**src/rtl/jtopl_acc_mix.sv**
```systemverilog
// Frame accumulator and output mixer for the OPL operator pipeline.
// Operator results are summed per frame into left/right accumulators. At
// the first slot of the next frame each sum is saturated to the output
// width and published, and a one-cycle sample strobe follows. A slot
// counter checks frame length and keeps a sticky error flag.
module jtopl_acc_mix #(
  parameter int OPW    = 13,
  parameter int OUTW   = 16,
  parameter int ACCW   = 18,
  parameter int SLOTS  = 18,
  parameter int STEREO = 0
) (
  input  logic                   clk,
  input  logic                   rst,
  input  logic                   cenop,
  input  logic signed [OPW-1:0]  op_result,
  input  logic                   zero,
  input  logic                   op,
  input  logic                   con,
  input  logic                   rhy_IV,
  input  logic                   pan_l,
  input  logic                   pan_r,
  output logic signed [OUTW-1:0] snd_l,
  output logic signed [OUTW-1:0] snd_r,
  output logic                   sample,
  output logic                   clip_l,
  output logic                   clip_r,
  output logic                   frame_err
);

  localparam int CNTW = $clog2(SLOTS + 1);
  localparam logic [CNTW-1:0] LAST_SLOT = CNTW'(SLOTS - 1);
  localparam logic [CNTW-1:0] FULL_SLOT = CNTW'(SLOTS);

  localparam logic signed [ACCW-1:0] ACC_MAX = {1'b0, {(ACCW-1){1'b1}}};
  localparam logic signed [ACCW-1:0] ACC_MIN = {1'b1, {(ACCW-1){1'b0}}};
  localparam logic signed [ACCW-1:0] OUT_MAX = {{(ACCW-OUTW+1){1'b0}}, {(OUTW-1){1'b1}}};
  localparam logic signed [ACCW-1:0] OUT_MIN = ~OUT_MAX;

  logic signed [ACCW-1:0] acc_l;
  logic signed [ACCW-1:0] acc_r;
  logic [CNTW-1:0]        slot_cnt;
  logic                   first_frame;

  logic signed [ACCW-1:0] op_ext;
  logic signed [ACCW-1:0] contrib;
  logic signed [ACCW-1:0] contrib_l;
  logic signed [ACCW-1:0] contrib_r;
  logic                   pan_r_eff;
  logic signed [ACCW-1:0] acc_l_nxt;
  logic signed [ACCW-1:0] acc_r_nxt;

  // Accumulator add that clamps at the accumulator limits instead of wrapping,
  // so a frame that overshoots still publishes a full-scale sample.
  function automatic logic signed [ACCW-1:0] sat_add(input logic signed [ACCW-1:0] a,
                                                     input logic signed [ACCW-1:0] b);
    logic signed [ACCW:0] s;
    s = {a[ACCW-1], a} + {b[ACCW-1], b};
    if (s[ACCW] != s[ACCW-1]) begin
      return s[ACCW] ? ACC_MIN : ACC_MAX;
    end
    return s[ACCW-1:0];
  endfunction

  // Clamp an accumulator value into the output range.
  function automatic logic signed [OUTW-1:0] sat_out(input logic signed [ACCW-1:0] a);
    if (a > OUT_MAX) begin
      return {1'b0, {(OUTW-1){1'b1}}};
    end
    if (a < OUT_MIN) begin
      return {1'b1, {(OUTW-1){1'b0}}};
    end
    return OUTW'(a);
  endfunction

  function automatic logic clipped(input logic signed [ACCW-1:0] a);
    return (a > OUT_MAX) || (a < OUT_MIN);
  endfunction

  // Per-slot gated contribution and next accumulator values.
  always_comb begin
    op_ext    = {{(ACCW-OPW){op_result[OPW-1]}}, op_result};
    contrib   = '0;
    if (cenop && (op || con)) begin
      contrib = rhy_IV ? (op_ext <<< 1) : op_ext;
    end
    pan_r_eff = (STEREO != 0) ? pan_r : pan_l;
    contrib_l = pan_l     ? contrib : '0;
    contrib_r = pan_r_eff ? contrib : '0;
    acc_l_nxt = zero ? contrib_l : sat_add(acc_l, contrib_l);
    acc_r_nxt = zero ? contrib_r : sat_add(acc_r, contrib_r);
  end

  // Frame state: accumulate on cenop, publish and restart on zero.
  always_ff @(posedge clk or negedge rst) begin
    if (!rst) begin
      acc_l       <= '0;
      acc_r       <= '0;
      snd_l       <= '0;
      snd_r       <= '0;
      sample      <= 1'b0;
      clip_l      <= 1'b0;
      clip_r      <= 1'b0;
      frame_err   <= 1'b0;
      slot_cnt    <= '0;
      first_frame <= 1'b1;
    end else begin
      sample <= cenop && zero;
      if (cenop) begin
        acc_l <= acc_l_nxt;
        acc_r <= acc_r_nxt;
        if (zero) begin
          // The first zero after reset publishes silence whatever arrived before it.
          if (first_frame) begin
            snd_l  <= '0;
            snd_r  <= '0;
            clip_l <= 1'b0;
            clip_r <= 1'b0;
          end else begin
            snd_l  <= sat_out(acc_l);
            snd_r  <= sat_out(acc_r);
            clip_l <= clipped(acc_l);
            clip_r <= clipped(acc_r);
            if (slot_cnt != LAST_SLOT) begin
              frame_err <= 1'b1;
            end
          end
          slot_cnt    <= '0;
          first_frame <= 1'b0;
        end else begin
          if (slot_cnt != FULL_SLOT) begin
            slot_cnt <= slot_cnt + CNTW'(1);
          end
          if (slot_cnt >= LAST_SLOT) begin
            frame_err <= 1'b1;
          end
        end
      end
    end
  end

endmodule

```
**config.mk**
```make
export PLATFORM = sky130hd
export DESIGN_NAME = jtopl_acc_mix
export DESIGN_NICKNAME = d
export VERILOG_FILES = /design/src/rtl/jtopl_acc_mix.sv
export SDC_FILE = /design/constraint.sdc
export NUM_CORES = 1
export LEC_CHECK = 0
export ABC_AREA = 1
export BUFFER_PORTS_ARGS = -buffer_cell sky130_fd_sc_hd__buf_2
export CAP_MARGIN = 10
export CORE_MARGIN = 1
export CORE_UTILIZATION = 42
export CTS_CLUSTER_DIAMETER = 150
export DETAILED_ROUTE_END_ITERATION = 8
export GPL_ROUTABILITY_DRIVEN = 0
export PLACE_DENSITY = 0.56
export SLEW_MARGIN = 20
export SYNTH_ARGS = -nofsm -noshare
export SYNTH_HDL_FRONTEND = slang
export SYNTH_SLANG_ARGS = --single-unit
```
**constraint.sdc**
```tcl
create_clock -name clk -period 2.4 [get_ports clk]
set_clock_uncertainty 0.05 [all_clocks]
set_input_delay 0.24 -clock clk [delete_from_list [all_inputs] [get_ports clk]]
set_output_delay 0.24 -clock clk [all_outputs]
set_load 0.01 [all_outputs]
```
==> results of run 1 <==
==> area by class of cell <==
| cell class | instances | area [um^2] | share of cell area (%) |
|---|---|---|---|
| multi-input cells | 678 | 4660 | 51.1 |
| flip-flops and latches | 78 | 1950 | 21.4 |
| repair buffers | 214 | 1630 | 17.9 |
| inverters | 72 | 310 | 3.40 |
| clock buffers | 12 | 267 | 2.92 |
| well taps | 176 | 220 | 2.41 |
| clock inverters | 3 | 42.5 | 0.466 |
| repair inverters | 3 | 36.3 | 0.398 |
==> power breakdown <==
part | leakage [nW] | internal [mW] | switching, mW
combinational | 3.44 | 1.48 | 1.77
clock | 0.151 | 0.882 | 0.504
sequential | 0.949 | 1.61 | 0.331
==> logic make-up after synthesis <==
kind of cell    Yosys count
simple gates            491
compound gates          122
buf+inv                  95
flops                    78
fa+ha+maj                41
xor+xnor                 22
==> worst min path at each step <==
stage,startpoint,cells after the start,slack (ps),end
after floorplan,rst,0,-110,acc_l[0]
after global placement,rst,1,190,snd_r[11]
after detailed placement,rst,1,190,snd_r[11]
after CTS,cenop,6,310,acc_l[3]
after global routing,cenop,6,290,acc_l[3]
final,cenop,6,290,acc_l[3]
==> Yosys cell counts (all sizes together) <==
cell	n	area, um^2
xnor2	6	52.6
dfstp	1	26.3
clkbuf	14	52.6
nor2	161	617
o21a	1	7.51
nor3	20	110
a21boi	1	7.51
dfrtp	77	1930
xor2	16	140
a211oi	1	7.51
inv	72	275
buf	9	65.1
and2	2	12.5
a22oi	2	15.0
and3	1	6.26
ha	39	488
a21oi	62	374
nand3b	3	22.5
a31oi	3	18.8
or2	3	18.8
nor4	2	42.5
o21bai	4	30.0
fa	2	40.0
nand3	46	265
o21ai	47	235
nand4	6	37.5
o22ai	1	6.26
nand2	247	1010
==> registers in the layout, indices dropped and copies added (netlist names) <==
| signal | flops |
|---|---|
| acc_l | 18 |
| acc_r | 18 |
| clip_l | 1 |
| clip_r | 1 |
| first_frame | 1 |
| frame_err | 1 |
| sample | 1 |
| slot_cnt | 5 |
| snd_l | 16 |
| snd_r | 16 |
==> stage by stage <==
stage | hold WS [ps] | setup TNS [ps] | power, mW | setup WS [ps]
after global routing | 290 | -2930 | 6.98 | -125
after CTS | 314 | -23.8 | 6.09 | -18.2
final | 289 | -76.6 | 6.58 | -28.9
after detailed placement | 193 | -20100 | 4.52 | -625
after global placement | 186 | -18220 | 4.48 | -568
after floorplan | -106 | -3530 | 3.38 | -154
==> worst reg2reg max path, stage by stage (launching register included) <==
cell and delay [ps]:
sky130_fd_sc_hd__dfrtp_1 460, sky130_fd_sc_hd__ha_1 430, sky130_fd_sc_hd__nand2_4 90, sky130_fd_sc_hd__nor2_2 160, sky130_fd_sc_hd__nand3_2 90, sky130_fd_sc_hd__nand3_2 100, sky130_fd_sc_hd__nand2_2 80, sky130_fd_sc_hd__nand2_2 100
sky130_fd_sc_hd__buf_6 110, sky130_fd_sc_hd__nand2_4 40, sky130_fd_sc_hd__nand2_4 70, sky130_fd_sc_hd__nand2_4 80, sky130_fd_sc_hd__nand2_8 120, sky130_fd_sc_hd__inv_8 60, sky130_fd_sc_hd__a21oi_2 150, sky130_fd_sc_hd__nor2_1 60
==> routing by layer <==
metal | vias up | part of all wire [%] | track usage (%)
met2 | 230 | 44 | 39.4
met3 | 31 | 6.5 | 4.20
li1 | 3159 | - | -
met4 | 0 | 1.8 | 5.63
met5 | - | 0 | 0
met1 | 2986 | 47 | 40.4
==> what timing repair did <==
item	4_1_cts	5_1_grt
endpoints found under the hold margin	37	0
buffers inserted	8	17
gates resized for setup	54	140
pin swaps	16	56
hold buffers	1	0
setup endpoints to repair	36	36
cloned	4	2
==> impl_metrics.prom, run 1 <==
# TYPE chip_impl_metric gauge
chip_impl_metric{name="slew_viol_final",unit=""} 0
chip_impl_info{name="failing_checks",value="negative setup slack"} 1
chip_impl_info{name="clock-root-buffer",value="sky130_fd_sc_hd__clkbuf_16"} 1
chip_impl_metric{name="cts_max_path_buffers",unit=""} 2
chip_impl_metric{name="cp_slowest_stage_delay",unit="ps"} 260
chip_impl_metric{name="worstPathBufferInverterCount",unit=""} 7
chip_impl_metric{name="mappedNetlistNets",unit=""} 912
chip_impl_metric{name="layout.core_utilization",unit="%"} 67.5
chip_impl_metric{name="buffer_ports.inserted",unit=""} 56
chip_impl_info{name="outcome",value="complete, but fails checks"} 1
chip_impl_metric{name="layout.nets",unit=""} 1119
chip_impl_info{name="timing.setup.critical_path_class",value="in2reg"} 1
chip_impl_metric{name="finalHoldViolations",unit=""} 0
chip_impl_metric{name="wire_length_of_the_first_global_routing_pass",unit="um"} 29900
chip_impl_info{name="cp_cell_sequence",value="buf_12 -> o21ai_4 -> nor2_4 -> buf_12 -> clkinv_8 -> nor3_4 -> buf_12 -> ha_4 -> buf_6 -> nand2_8 -> nor4_4 -> nand2_2 -> nand2_2 -> buf_6 -> nand2_4 -> nand2_4 -> nand2_4 -> nand2_8 -> inv_8 -> a21oi_2 -> nor2_1"} 1
chip_impl_metric{name="wire_per_inst",unit="um"} 16.0
chip_impl_metric{name="numCtsBuffers",unit=""} 9
chip_impl_metric{name="grt_start_max_net_pins",unit=""} 49
chip_impl_info{name="cp-startpoint",value="cenop"} 1
chip_impl_metric{name="die_area",unit="mm^2"} 0.0146
chip_impl_metric{name="netlist_area",unit="mm^2"} 0.00591
chip_impl_metric{name="powerDensity",unit="mW/mm^2"} 721
chip_impl_info{name="leading_cell_type_in_the_layout_fill_and_taps_excluded",value="sky130_fd_sc_hd__nand2_1"} 1
chip_impl_metric{name="via_count_of_the_first_global_routing_pass",unit=""} 5851
chip_impl_metric{name="critPathArrivalTime",unit="ps"} 2600
chip_impl_metric{name="antenna_cells",unit=""} 0
chip_impl_metric{name="top_level_ports",unit=""} 58
chip_impl_metric{name="cts.reportedPaths.clkPinSlew",unit="ps"} 60
chip_impl_metric{name="grt-ovfl-total",unit=""} 0
chip_impl_metric{name="synth.distinct_cells",unit=""} 40
chip_impl_metric{name="syn_area_per_cell",unit="um^2"} 6.96
chip_impl_metric{name="synth-adder-area-share",unit="%"} 8.93
chip_impl_metric{name="critical_path.max_fanout",unit=""} 6
chip_impl_metric{name="final_period_minus_worst_setup_slack",unit="ps"} 2430
chip_impl_info{name="critical_path.startpoint_type",value="primary input"} 1
chip_impl_info{name="timing.critical_path.slowest_stage_cell",value="sky130_fd_sc_hd__nor4_4"} 1
chip_impl_metric{name="htree_depth",unit=""} 3
chip_impl_metric{name="peak_ir_drop_on_the_vdd_network",unit="mV"} 0.295
chip_impl_metric{name="critical_path_cell_count",unit=""} 21
chip_impl_metric{name="max_slew_headroom",unit="%"} 37.7
chip_impl_metric{name="yosysWarnings",unit=""} 0
chip_impl_info{name="r2r_start",value="acc_l[8]"} 1
chip_impl_metric{name="chipHeight",unit="um"} 121
chip_impl_metric{name="drcViolationCount",unit=""} 0
chip_impl_info{name="tritoncts_clock_tree",value="yes"} 1
chip_impl_metric{name="tightestPinTransition",unit="ps"} 931
chip_impl_metric{name="post_route_cells_drive_above_1_share",unit="%"} 42.2
chip_impl_metric{name="detailed_place_hpwl",unit="um"} 14700
chip_impl_info{name="main_combinational_cell_family_by_area_after_synthesis",value="simple AND/OR/NAND/NOR gates"} 1
chip_impl_metric{name="synthToLayoutAreaGrowth",unit="%"} 54.3
chip_impl_metric{name="number_of_cells_on_the_worst_reg_to_reg_path",unit=""} 15
chip_impl_metric{name="final-setup-viol-count",unit=""} 5
chip_impl_metric{name="worst_skew_pair.late_latency",unit="ps"} 330
chip_impl_metric{name="yosys.area_share.xor_xnor",unit="%"} 3.26
chip_impl_info{name="setup_repair_after_global_routing_missed_its_margin",value="yes"} 1
chip_impl_metric{name="synth_cells",unit=""} 849
chip_impl_metric{name="instances_no_fill",unit=""} 1236
chip_impl_metric{name="placedInstanceArea",unit="mm^2"} 0.00754
chip_impl_metric{name="maximum_clock_frequency",unit="MHz"} 412
chip_impl_metric{name="via_density_per_instance",unit=""} 5.18
chip_impl_metric{name="drt_pre_antenna_iters",unit=""} 5
chip_impl_metric{name="post_synth_mux_area_share",unit="%"} 0
chip_impl_metric{name="chipWidth",unit="um"} 121
chip_impl_metric{name="final_antenna_net_count",unit=""} 0
chip_impl_metric{name="synth_compound_area_share",unit="%"} 11.9
chip_impl_metric{name="final.setup.worst_slack",unit="ps"} -28.9
chip_impl_metric{name="static-leakage-power",unit="nW"} 4.54
chip_impl_metric{name="timing.reg2reg.setup_slack",unit="ps"} 60
chip_impl_info{name="commonest_cells_after_routing_fill_and_taps_aside",value="sky130_fd_sc_hd__nand2_1 (185), sky130_fd_sc_hd__nor2_1 (147), sky130_fd_sc_hd__buf_4 (143)"} 1
chip_impl_info{name="critical-path-top-delay-family",value="simple AND/OR/NAND/NOR gates"} 1
chip_impl_metric{name="synth_simple_gate_area_share",unit="%"} 36.2
chip_impl_metric{name="synth-seq-cells",unit=""} 78
chip_impl_info{name="min-delay-path-class",value="in2reg"} 1
chip_impl_metric{name="grt_use_total",unit="%"} 26.6
chip_impl_metric{name="routed_wirelength",unit="um"} 19800
chip_impl_metric{name="placementRows",unit=""} 42
chip_impl_metric{name="finalCritPeriodShare",unit="%"} 101
chip_impl_metric{name="maxCapViolCount",unit=""} 0
chip_impl_metric{name="synth_sequential_area_ratio",unit="%"} 33.0
chip_impl_metric{name="via_count",unit=""} 6406
chip_impl_info{name="setup.worst_path.end",value="acc_l[5]"} 1
chip_impl_metric{name="design_area",unit="mm^2"} 0.00912
chip_impl_metric{name="floorplan.initialDensity",unit="%"} 43.8
chip_impl_metric{name="placed_cells_incl_taps",unit=""} 1191
chip_impl_metric{name="fp.coreArea",unit="mm^2"} 0.0135
chip_impl_metric{name="numClockSinks",unit=""} 78
chip_impl_metric{name="worst_ep_required_time",unit="ps"} 2570
chip_impl_info{name="endpoint_kind",value="register"} 1
chip_impl_metric{name="drt_iter0_drc",unit=""} 454
chip_impl_metric{name="number_of_antenna_violations_at_the_first_check_in_global_routing",unit=""} 0
chip_impl_metric{name="n_fill_cell",unit=""} 1084
chip_impl_info{name="crit-reg2reg-capture",value="acc_l[5]"} 1
Note: power is estimated with default switching activity, not from simulation.
==> inputs of run 2 (changes only) <==
Settings changed: CELL_PAD_IN_SITES_DETAIL_PLACEMENT set to 0, CELL_PAD_IN_SITES_GLOBAL_PLACEMENT set to 1, PLACE_DENSITY 0.56 to 0.75.
==> impl_metrics.prom, run 2 (synthesis gave the netlist of run 1 again) <==
# TYPE chip_impl_metric gauge
chip_impl_metric{name="switching_share",unit="%"} 40.7
chip_impl_metric{name="tightestPinTransition",unit="ps"} 959
chip_impl_metric{name="power.switching",unit="mW"} 2.63
chip_impl_metric{name="synthToLayoutAreaGrowth",unit="%"} 50.4
chip_impl_info{name="endpoint_kind",value="register"} 1
chip_impl_metric{name="buffer_ports.inserted",unit=""} 56
chip_impl_metric{name="placementRows",unit=""} 42
chip_impl_metric{name="peak_ir_drop_on_the_vdd_network",unit="mV"} 0.424
chip_impl_info{name="tritoncts_clock_tree",value="yes"} 1
chip_impl_metric{name="critical_path.max_fanout",unit=""} 6
chip_impl_metric{name="cts.reportedPaths.clkPinSlew",unit="ps"} 70
chip_impl_metric{name="final_period_minus_worst_setup_slack",unit="ps"} 2480
chip_impl_metric{name="critPathArrivalTime",unit="ps"} 2670
chip_impl_metric{name="final.setup.worst_slack",unit="ps"} -79.6
chip_impl_info{name="cp-startpoint",value="cenop"} 1
chip_impl_metric{name="numCtsBuffers",unit=""} 9
chip_impl_metric{name="maximum_clock_frequency",unit="MHz"} 403
chip_impl_metric{name="detailedPlace.worstSlack",unit="ps"} -625
chip_impl_metric{name="cts_max_path_buffers",unit=""} 2
chip_impl_metric{name="timing.reg2reg.setup_slack",unit="ps"} 100
chip_impl_metric{name="grt_start_max_net_pins",unit=""} 53
chip_impl_metric{name="final-setup-viol-count",unit=""} 29
chip_impl_metric{name="placedInstanceArea",unit="mm^2"} 0.00744
chip_impl_info{name="critical_path.startpoint_type",value="primary input"} 1
chip_impl_info{name="worst_path_most_repeated_cell",value="sky130_fd_sc_hd__nand2_2"} 1
chip_impl_metric{name="drcViolationCount",unit=""} 0
chip_impl_metric{name="drt_iter0_drc",unit=""} 444
chip_impl_metric{name="maxCapViolCount",unit=""} 0
chip_impl_metric{name="worst_ep_required_time",unit="ps"} 2590
chip_impl_metric{name="finalCritPeriodShare",unit="%"} 103
chip_impl_metric{name="placed_cells_incl_taps",unit=""} 1181
chip_impl_metric{name="post_route_cells_drive_above_1_share",unit="%"} 41.6
chip_impl_metric{name="finalHoldViolations",unit=""} 0
chip_impl_metric{name="worstPathBufferInverterCount",unit=""} 6
chip_impl_metric{name="static-leakage-power",unit="nW"} 4.48
chip_impl_info{name="outcome",value="complete, but fails checks"} 1
chip_impl_metric{name="top_level_ports",unit=""} 58
chip_impl_metric{name="finalHoldWorstSlack",unit="ps"} 349
chip_impl_metric{name="grt_use_total",unit="%"} 27.3
chip_impl_metric{name="chipHeight",unit="um"} 121
chip_impl_info{name="setup_repair_after_global_routing_missed_its_margin",value="yes"} 1
chip_impl_metric{name="floorplan.initialDensity",unit="%"} 43.8
chip_impl_metric{name="layout.nets",unit=""} 1112
chip_impl_metric{name="powerDensity",unit="mW/mm^2"} 726
chip_impl_info{name="registers_with_the_highest_flip_flop_counts",value="acc_l (18), acc_r (18)"} 1
chip_impl_metric{name="instances_no_fill",unit=""} 1230
chip_impl_metric{name="share_clk_of_total_power",unit="%"} 21.7
chip_impl_info{name="critical-path-top-delay-family",value="simple AND/OR/NAND/NOR gates"} 1
chip_impl_info{name="crit-reg2reg-capture",value="acc_r[8]"} 1
chip_impl_info{name="cp_cell_sequence",value="buf_8 -> o21ai_2 -> nor2_2 -> inv_2 -> buf_6 -> buf_6 -> a211oi_4 -> buf_6 -> ha_4 -> nand2_4 -> nand2_2 -> nand2_2 -> nand2_2 -> nand2_2 -> nand3_4 -> nand2_4 -> nand3_2 -> nand2_2 -> nand2_4 -> nand2_8 -> clkinv_8 -> a21oi_4 -> nor2_1"} 1
chip_impl_info{name="min-delay-path-class",value="in2async"} 1
chip_impl_info{name="r2r_start",value="acc_r[4]"} 1
chip_impl_metric{name="antenna_cells",unit=""} 0
chip_impl_metric{name="cp_slowest_stage_delay",unit="ps"} 230
chip_impl_metric{name="worst_skew_pair.late_latency",unit="ps"} 340
chip_impl_metric{name="number_of_antenna_violations_at_the_first_check_in_global_routing",unit=""} 0
chip_impl_info{name="failing_checks",value="negative setup slack"} 1
chip_impl_info{name="commonest_cells_after_routing_fill_and_taps_aside",value="sky130_fd_sc_hd__nand2_1 (178), sky130_fd_sc_hd__nor2_1 (140), sky130_fd_sc_hd__buf_4 (136)"} 1
chip_impl_metric{name="routed_wirelength",unit="um"} 19600
chip_impl_metric{name="detailed_place_hpwl",unit="um"} 14600
chip_impl_metric{name="via_count_of_the_first_global_routing_pass",unit=""} 6069
chip_impl_metric{name="max_slew_headroom",unit="%"} 35.8
chip_impl_metric{name="wire_length_of_the_first_global_routing_pass",unit="um"} 30700
chip_impl_info{name="clock-root-buffer",value="sky130_fd_sc_hd__clkbuf_16"} 1
chip_impl_metric{name="die_area",unit="mm^2"} 0.0146
chip_impl_metric{name="grt-ovfl-total",unit=""} 0
chip_impl_info{name="timing.setup.critical_path_class",value="in2reg"} 1
chip_impl_metric{name="final_antenna_net_count",unit=""} 0
chip_impl_metric{name="p_comb_share",unit="%"} 48.1
chip_impl_metric{name="wire_per_inst",unit="um"} 16.0
chip_impl_metric{name="slew_viol_final",unit=""} 0
chip_impl_metric{name="design_area",unit="mm^2"} 0.00889
chip_impl_metric{name="drt_pre_antenna_iters",unit=""} 5
chip_impl_info{name="timing.critical_path.slowest_stage_cell",value="sky130_fd_sc_hd__a211oi_4"} 1
chip_impl_metric{name="chipWidth",unit="um"} 121
chip_impl_metric{name="numClockSinks",unit=""} 78
chip_impl_metric{name="seqPwrFrac",unit="%"} 30.2
chip_impl_metric{name="via_density_per_instance",unit=""} 5.14
chip_impl_metric{name="power_report.internal_total",unit="mW"} 3.82
chip_impl_info{name="leading_cell_type_in_the_layout_fill_and_taps_excluded",value="sky130_fd_sc_hd__nand2_1"} 1
chip_impl_metric{name="htree_depth",unit=""} 3
chip_impl_metric{name="via_count",unit=""} 6325
chip_impl_metric{name="fp.coreArea",unit="mm^2"} 0.0135
chip_impl_metric{name="number_of_cells_on_the_worst_reg_to_reg_path",unit=""} 16
run 2: area by class of cell:
cell class / instances / area [um^2]
fillers: 1183 / 4620
flip-flops and latches: 78 / 1950
inverters: 72 / 290
repair buffers: 208 / 1530
multi-input cells: 678 / 4580
clock inverters: 7 / 77.6
well taps: 176 / 220
clock buffers: 9 / 225
repair inverters: 2 / 17.5
run 2: timing repair:
| item | in CTS | in global routing |
|---|---|---|
| setup endpoints to repair | 34 | 35 |
| cloned | 3 | 1 |
| endpoints found under the hold margin | 37 | 0 |
| resized for setup | 50 | 130 |
| hold buffers | 1 | 0 |
| setup buffers | 12 | 17 |
| pin swaps | 20 | 48 |
run 2: power by group through the flow:
stage          Clock, mW  Combinational [mW]  Sequential, mW
2_1_floorplan          0                1.49            1.88
3_3_place_gp           0                2.51            1.92
3_5_place_dp           0                2.56            1.93
4_1_cts             1.40                2.71            1.92
5_1_grt             1.46                3.40            1.98
6_report            1.40                3.10            1.95
run 2: worst register-to-register path, cell delays in order, from the launching register on:
cell                      delay [ps]
sky130_fd_sc_hd__dfrtp_1         450
sky130_fd_sc_hd__ha_1            400
sky130_fd_sc_hd__nand2_1          90
sky130_fd_sc_hd__inv_1            90
sky130_fd_sc_hd__nand2_1          60
sky130_fd_sc_hd__nand2_1          80
sky130_fd_sc_hd__nand2_2          80
sky130_fd_sc_hd__nand3_4         110
sky130_fd_sc_hd__nand2_4          70
sky130_fd_sc_hd__nand2_2          90
sky130_fd_sc_hd__nand2_2          60
sky130_fd_sc_hd__nand2_2          80
sky130_fd_sc_hd__nand2_2          60
sky130_fd_sc_hd__nand2_4         160
sky130_fd_sc_hd__inv_8            70
sky130_fd_sc_hd__a21oi_4         150
sky130_fd_sc_hd__nor2_2           50
run 2: stage by stage:
stage,utilization [%],total power [mW],TNS [ps]
floorplan,-,3.38,-3530
global placement,55.1,4.43,-18070
finish,65.8,6.45,-1080
detailed placement,55.1,4.49,-20560
CTS,60.3,6.04,0
global route,65.8,6.84,-5760
run 2: worst max-delay path by stage:
stage | to | cells after the start
floorplan | acc_l[0] | 21
global placement | acc_r[16] | 19
detailed placement | acc_r[5] | 19
CTS | acc_l[5] | 22
global route | acc_r[8] | 22
finish | acc_l[5] | 23
run 2: layer usage:
layer	share of wire, %	up-vias	track usage [%]
met3	4.8	28	3.73
met5	0	-	0
met4	2.3	0	8.02
met1	47	2982	38.8
met2	46	174	43.1
li1	-	3141	-
==> inputs of run 3 (changes only) <==
Settings changed: ABC_AREA 1 to not set, CAP_MARGIN 10 to not set, PLACE_DENSITY 0.75 to 0.71.
==> impl_metrics.prom, run 3 <==
# TYPE chip_impl_metric gauge
chip_impl_info{name="outcome",value="complete, but fails checks"} 1
chip_impl_info{name="failing_checks",value="negative setup slack"} 1
chip_impl_metric{name="maxCapViolCount",unit=""} 0
chip_impl_metric{name="detailedPlace.worstSlack",unit="ps"} -1050
chip_impl_metric{name="static-leakage-power",unit="nW"} 3.91
chip_impl_metric{name="synth-edff-count",unit=""} 0
chip_impl_metric{name="drt_iter0_drc",unit=""} 207
chip_impl_metric{name="fp.coreArea",unit="mm^2"} 0.0133
chip_impl_metric{name="seqPwrFrac",unit="%"} 30.0
chip_impl_info{name="min-delay-path-class",value="in2async"} 1
chip_impl_metric{name="drt_pre_antenna_iters",unit=""} 4
chip_impl_metric{name="finalCritPeriodShare",unit="%"} 119
chip_impl_metric{name="design_area",unit="mm^2"} 0.00836
chip_impl_metric{name="synth-seq-cells",unit=""} 78
chip_impl_metric{name="yosysWarnings",unit=""} 0
chip_impl_metric{name="final_period_minus_worst_setup_slack",unit="ps"} 2850
chip_impl_info{name="endpoint_kind",value="register"} 1
chip_impl_metric{name="placementRows",unit=""} 42
chip_impl_metric{name="max_slew_headroom",unit="%"} 44.9
chip_impl_metric{name="floorplan.initialDensity",unit="%"} 43.2
chip_impl_info{name="clock-root-buffer",value="sky130_fd_sc_hd__clkbuf_16"} 1
chip_impl_metric{name="numClockSinks",unit=""} 78
chip_impl_metric{name="grt_start_max_net_pins",unit=""} 72
chip_impl_metric{name="wire_per_inst",unit="um"} 17.5
chip_impl_metric{name="top_level_ports",unit=""} 58
chip_impl_metric{name="switching_share",unit="%"} 36.7
chip_impl_metric{name="number_of_antenna_violations_at_the_first_check_in_global_routing",unit=""} 0
chip_impl_metric{name="chipWidth",unit="um"} 119
chip_impl_metric{name="synthToLayoutAreaGrowth",unit="%"} 45.8
chip_impl_metric{name="wire_length_of_the_first_global_routing_pass",unit="um"} 28900
chip_impl_metric{name="synth_sequential_area_ratio",unit="%"} 34.0
chip_impl_info{name="synth_top_area_cell",value="sky130_fd_sc_hd__dfrtp_1"} 1
chip_impl_metric{name="slew_viol_final",unit=""} 0
chip_impl_metric{name="drcViolationCount",unit=""} 0
chip_impl_info{name="registers_with_the_highest_flip_flop_counts",value="acc_l (18), acc_r (18)"} 1
chip_impl_metric{name="chipHeight",unit="um"} 119
chip_impl_metric{name="mappedNetlistNets",unit=""} 712
chip_impl_info{name="leading_cell_type_in_the_layout_fill_and_taps_excluded",value="sky130_fd_sc_hd__buf_4"} 1
chip_impl_metric{name="synth.top_cell.area_share",unit="%"} 33.6
chip_impl_info{name="synth.top_cells.by_count",value="sky130_fd_sc_hd__nand2_1 (90), sky130_fd_sc_hd__nor2_1 (79), sky130_fd_sc_hd__dfrtp_1 (77)"} 1
chip_impl_metric{name="critPathArrivalTime",unit="ps"} 3090
chip_impl_metric{name="post_route_cells_drive_above_1_share",unit="%"} 40.9
chip_impl_metric{name="via_density_per_instance",unit=""} 5.39
chip_impl_metric{name="synth_cells",unit=""} 649
chip_impl_info{name="critical_path.startpoint_type",value="primary input"} 1
chip_impl_metric{name="numCtsBuffers",unit=""} 9
chip_impl_metric{name="power.switching",unit="mW"} 2.18
chip_impl_metric{name="detailed_place_hpwl",unit="um"} 13400
chip_impl_metric{name="cts.reportedPaths.clkPinSlew",unit="ps"} 70
chip_impl_metric{name="worst_ep_required_time",unit="ps"} 2640
chip_impl_metric{name="worst_skew_pair.late_latency",unit="ps"} 350
chip_impl_metric{name="final.setup.worst_slack",unit="ps"} -454
chip_impl_info{name="postSynth.topFlopCell",value="sky130_fd_sc_hd__dfrtp_1"} 1
chip_impl_metric{name="grt_use_total",unit="%"} 26.4
chip_impl_metric{name="die_area",unit="mm^2"} 0.0141
chip_impl_metric{name="final-setup-viol-count",unit=""} 35
chip_impl_metric{name="async_reset_ff_share",unit="%"} 100
chip_impl_metric{name="via_count",unit=""} 5584
chip_impl_metric{name="htree_depth",unit=""} 3
chip_impl_metric{name="placedInstanceArea",unit="mm^2"} 0.00740
chip_impl_metric{name="via_count_of_the_first_global_routing_pass",unit=""} 5634
chip_impl_metric{name="critical_path.max_fanout",unit=""} 8
chip_impl_metric{name="p_comb_share",unit="%"} 46.0
chip_impl_metric{name="tightestPinTransition",unit="ps"} 818
chip_impl_info{name="top_cells_by_area_in_the_synthesized_netlist",value="sky130_fd_sc_hd__dfrtp_1 (34%), sky130_fd_sc_hd__ha_1 (8.5%), sky130_fd_sc_hd__nand2_1 (5.9%), sky130_fd_sc_hd__nor2_1 (5.2%), sky130_fd_sc_hd__o21ai_0 (4.1%)"} 1
chip_impl_metric{name="synth.distinct_cells",unit=""} 71
chip_impl_info{name="setup_repair_after_global_routing_missed_its_margin",value="yes"} 1
chip_impl_metric{name="routed_wirelength",unit="um"} 18100
chip_impl_metric{name="power_report.internal_total",unit="mW"} 3.76
chip_impl_info{name="timing.setup.critical_path_class",value="in2reg"} 1
chip_impl_metric{name="layout.nets",unit=""} 918
chip_impl_metric{name="maximum_clock_frequency",unit="MHz"} 350
chip_impl_metric{name="final_antenna_net_count",unit=""} 0
chip_impl_metric{name="syn_area_per_cell",unit="um^2"} 8.84
chip_impl_metric{name="share_clk_of_total_power",unit="%"} 24.1
chip_impl_info{name="tritoncts_clock_tree",value="yes"} 1
chip_impl_info{name="commonest_cells_after_routing_fill_and_taps_aside",value="sky130_fd_sc_hd__buf_4 (159), sky130_fd_sc_hd__nand2_1 (86), sky130_fd_sc_hd__dfrtp_1 (76)"} 1
chip_impl_metric{name="buffer_ports.inserted",unit=""} 56
chip_impl_info{name="yosysMostFrequentCell",value="sky130_fd_sc_hd__nand2_1"} 1
chip_impl_metric{name="finalHoldViolations",unit=""} 0
chip_impl_metric{name="antenna_cells",unit=""} 0
chip_impl_metric{name="netlist_area",unit="mm^2"} 0.00574
chip_impl_metric{name="peak_ir_drop_on_the_vdd_network",unit="mV"} 0.448
chip_impl_metric{name="cts_max_path_buffers",unit=""} 2
chip_impl_metric{name="grt-ovfl-total",unit=""} 0
chip_impl_metric{name="powerDensity",unit="mW/mm^2"} 710
## run 3: cell types whose count changed after synthesis, moves of 14 or more
cell,previous run,this run
sky130_fd_sc_hd__mux2i_1,0,15
sky130_fd_sc_hd__a21oi_1,45,29
sky130_fd_sc_hd__nand2_1,220,90
sky130_fd_sc_hd__a21o_1,0,27
sky130_fd_sc_hd__a21oi_2,17,1
sky130_fd_sc_hd__o22a_1,0,14
sky130_fd_sc_hd__nand2_2,24,6
sky130_fd_sc_hd__inv_1,70,21
sky130_fd_sc_hd__nor2_1,158,79
sky130_fd_sc_hd__nand3_1,39,8
## run 3: power by group through the flow
stage                     clock, mW  combinational, mW  sequential, mW
final                          1.43               2.73            1.78
after global routing           1.51               2.99            1.82
after CTS                      1.46               2.53            1.77
after detailed placement          0               2.43            1.79
after global placement            0               2.39            1.77
after floorplan                   0               1.29            1.85
## run 3: per-stage QoR
step	instances	util (%)	total power, mW	setup TNS (ps)	hold slack [ps]
2_1_floorplan	649	-	3.14	-18640	-106
4_1_cts	1029	59.7	5.76	-14520	383
3_3_place_gp	1005	55.7	4.16	-30730	217
5_1_grt	1036	62.9	6.32	-16700	419
6_report	1036	62.9	5.94	-13080	374
3_5_place_dp	1005	55.7	4.22	-33270	224
## run 3: layout make-up
class | instances | area, um^2
repair buffers | 227 | 1690
flip-flops and latches | 78 | 1950
well taps | 176 | 220
clock inverters | 6 | 71.3
multi-input cells | 518 | 4120
clock buffers | 10 | 229
inverters | 21 | 78.8
fillers | 1167 | 4930
## run 3: path summary, 6_finish.rpt
| path | from | to | slack [ps] | depth (start not counted) |
|---|---|---|---|---|
| max | con | acc_l[9] | -450 | 14 |
| min | rst | acc_r[12] | 370 | 2 |
| max reg2reg | acc_l[1] | acc_l[9] | -430 | 10 |
| min reg2reg | frame_err | frame_err | 410 | 1 |
| max in group asynchronous | rst | first_frame | 1200 | 3 |
| min in group clk | zero | slot_cnt[4] | 400 | 3 |
## run 3: cell families (layout without fill, tap and decap cells)
| kind of cell | after synthesis | in the layout | share of synthesized area, % |
|---|---|---|---|
| XOR/XNOR | 25 | 25 | 3.82 |
| multiplexers | 15 | 15 | 2.62 |
| buffers and inverters | 53 | 264 | 3.93 |
| AND/OR/NAND/NOR | 222 | 222 | 17.3 |
| adder cells (fa/ha/maj) | 42 | 42 | 9.38 |
| AO/OA/AOI/OAI | 214 | 214 | 29.0 |
| flip-flops | 78 | 78 | 34.0 |
## run 3: repair_timing
item	in CTS	in global routing
setup endpoints to repair	36	36
hold buffers	1	0
buffers inserted	7	7
resized for setup	36	68
pin swaps	27	37
endpoints found under the hold margin	37	0
## run 3: worst max-delay path, stage by stage
cell	delay, ps
sky130_fd_sc_hd__buf_6	90
sky130_fd_sc_hd__o211ai_1	170
sky130_fd_sc_hd__buf_4	220
sky130_fd_sc_hd__nor2_4	70
sky130_fd_sc_hd__ha_4	250
sky130_fd_sc_hd__a211oi_4	290
sky130_fd_sc_hd__o21ai_4	120
sky130_fd_sc_hd__a221oi_4	330
sky130_fd_sc_hd__o22ai_4	180
sky130_fd_sc_hd__a21o_1	270
sky130_fd_sc_hd__a211oi_4	380
sky130_fd_sc_hd__buf_12	170
sky130_fd_sc_hd__a31o_1	150
sky130_fd_sc_hd__o22a_1	120
## run 3: layer usage
metal	global-route usage [%]	part of all wire, %
met1	36.1	47
met2	41.7	45
met3	3.16	3.9
met4	12.2	3.7
met5	0	0
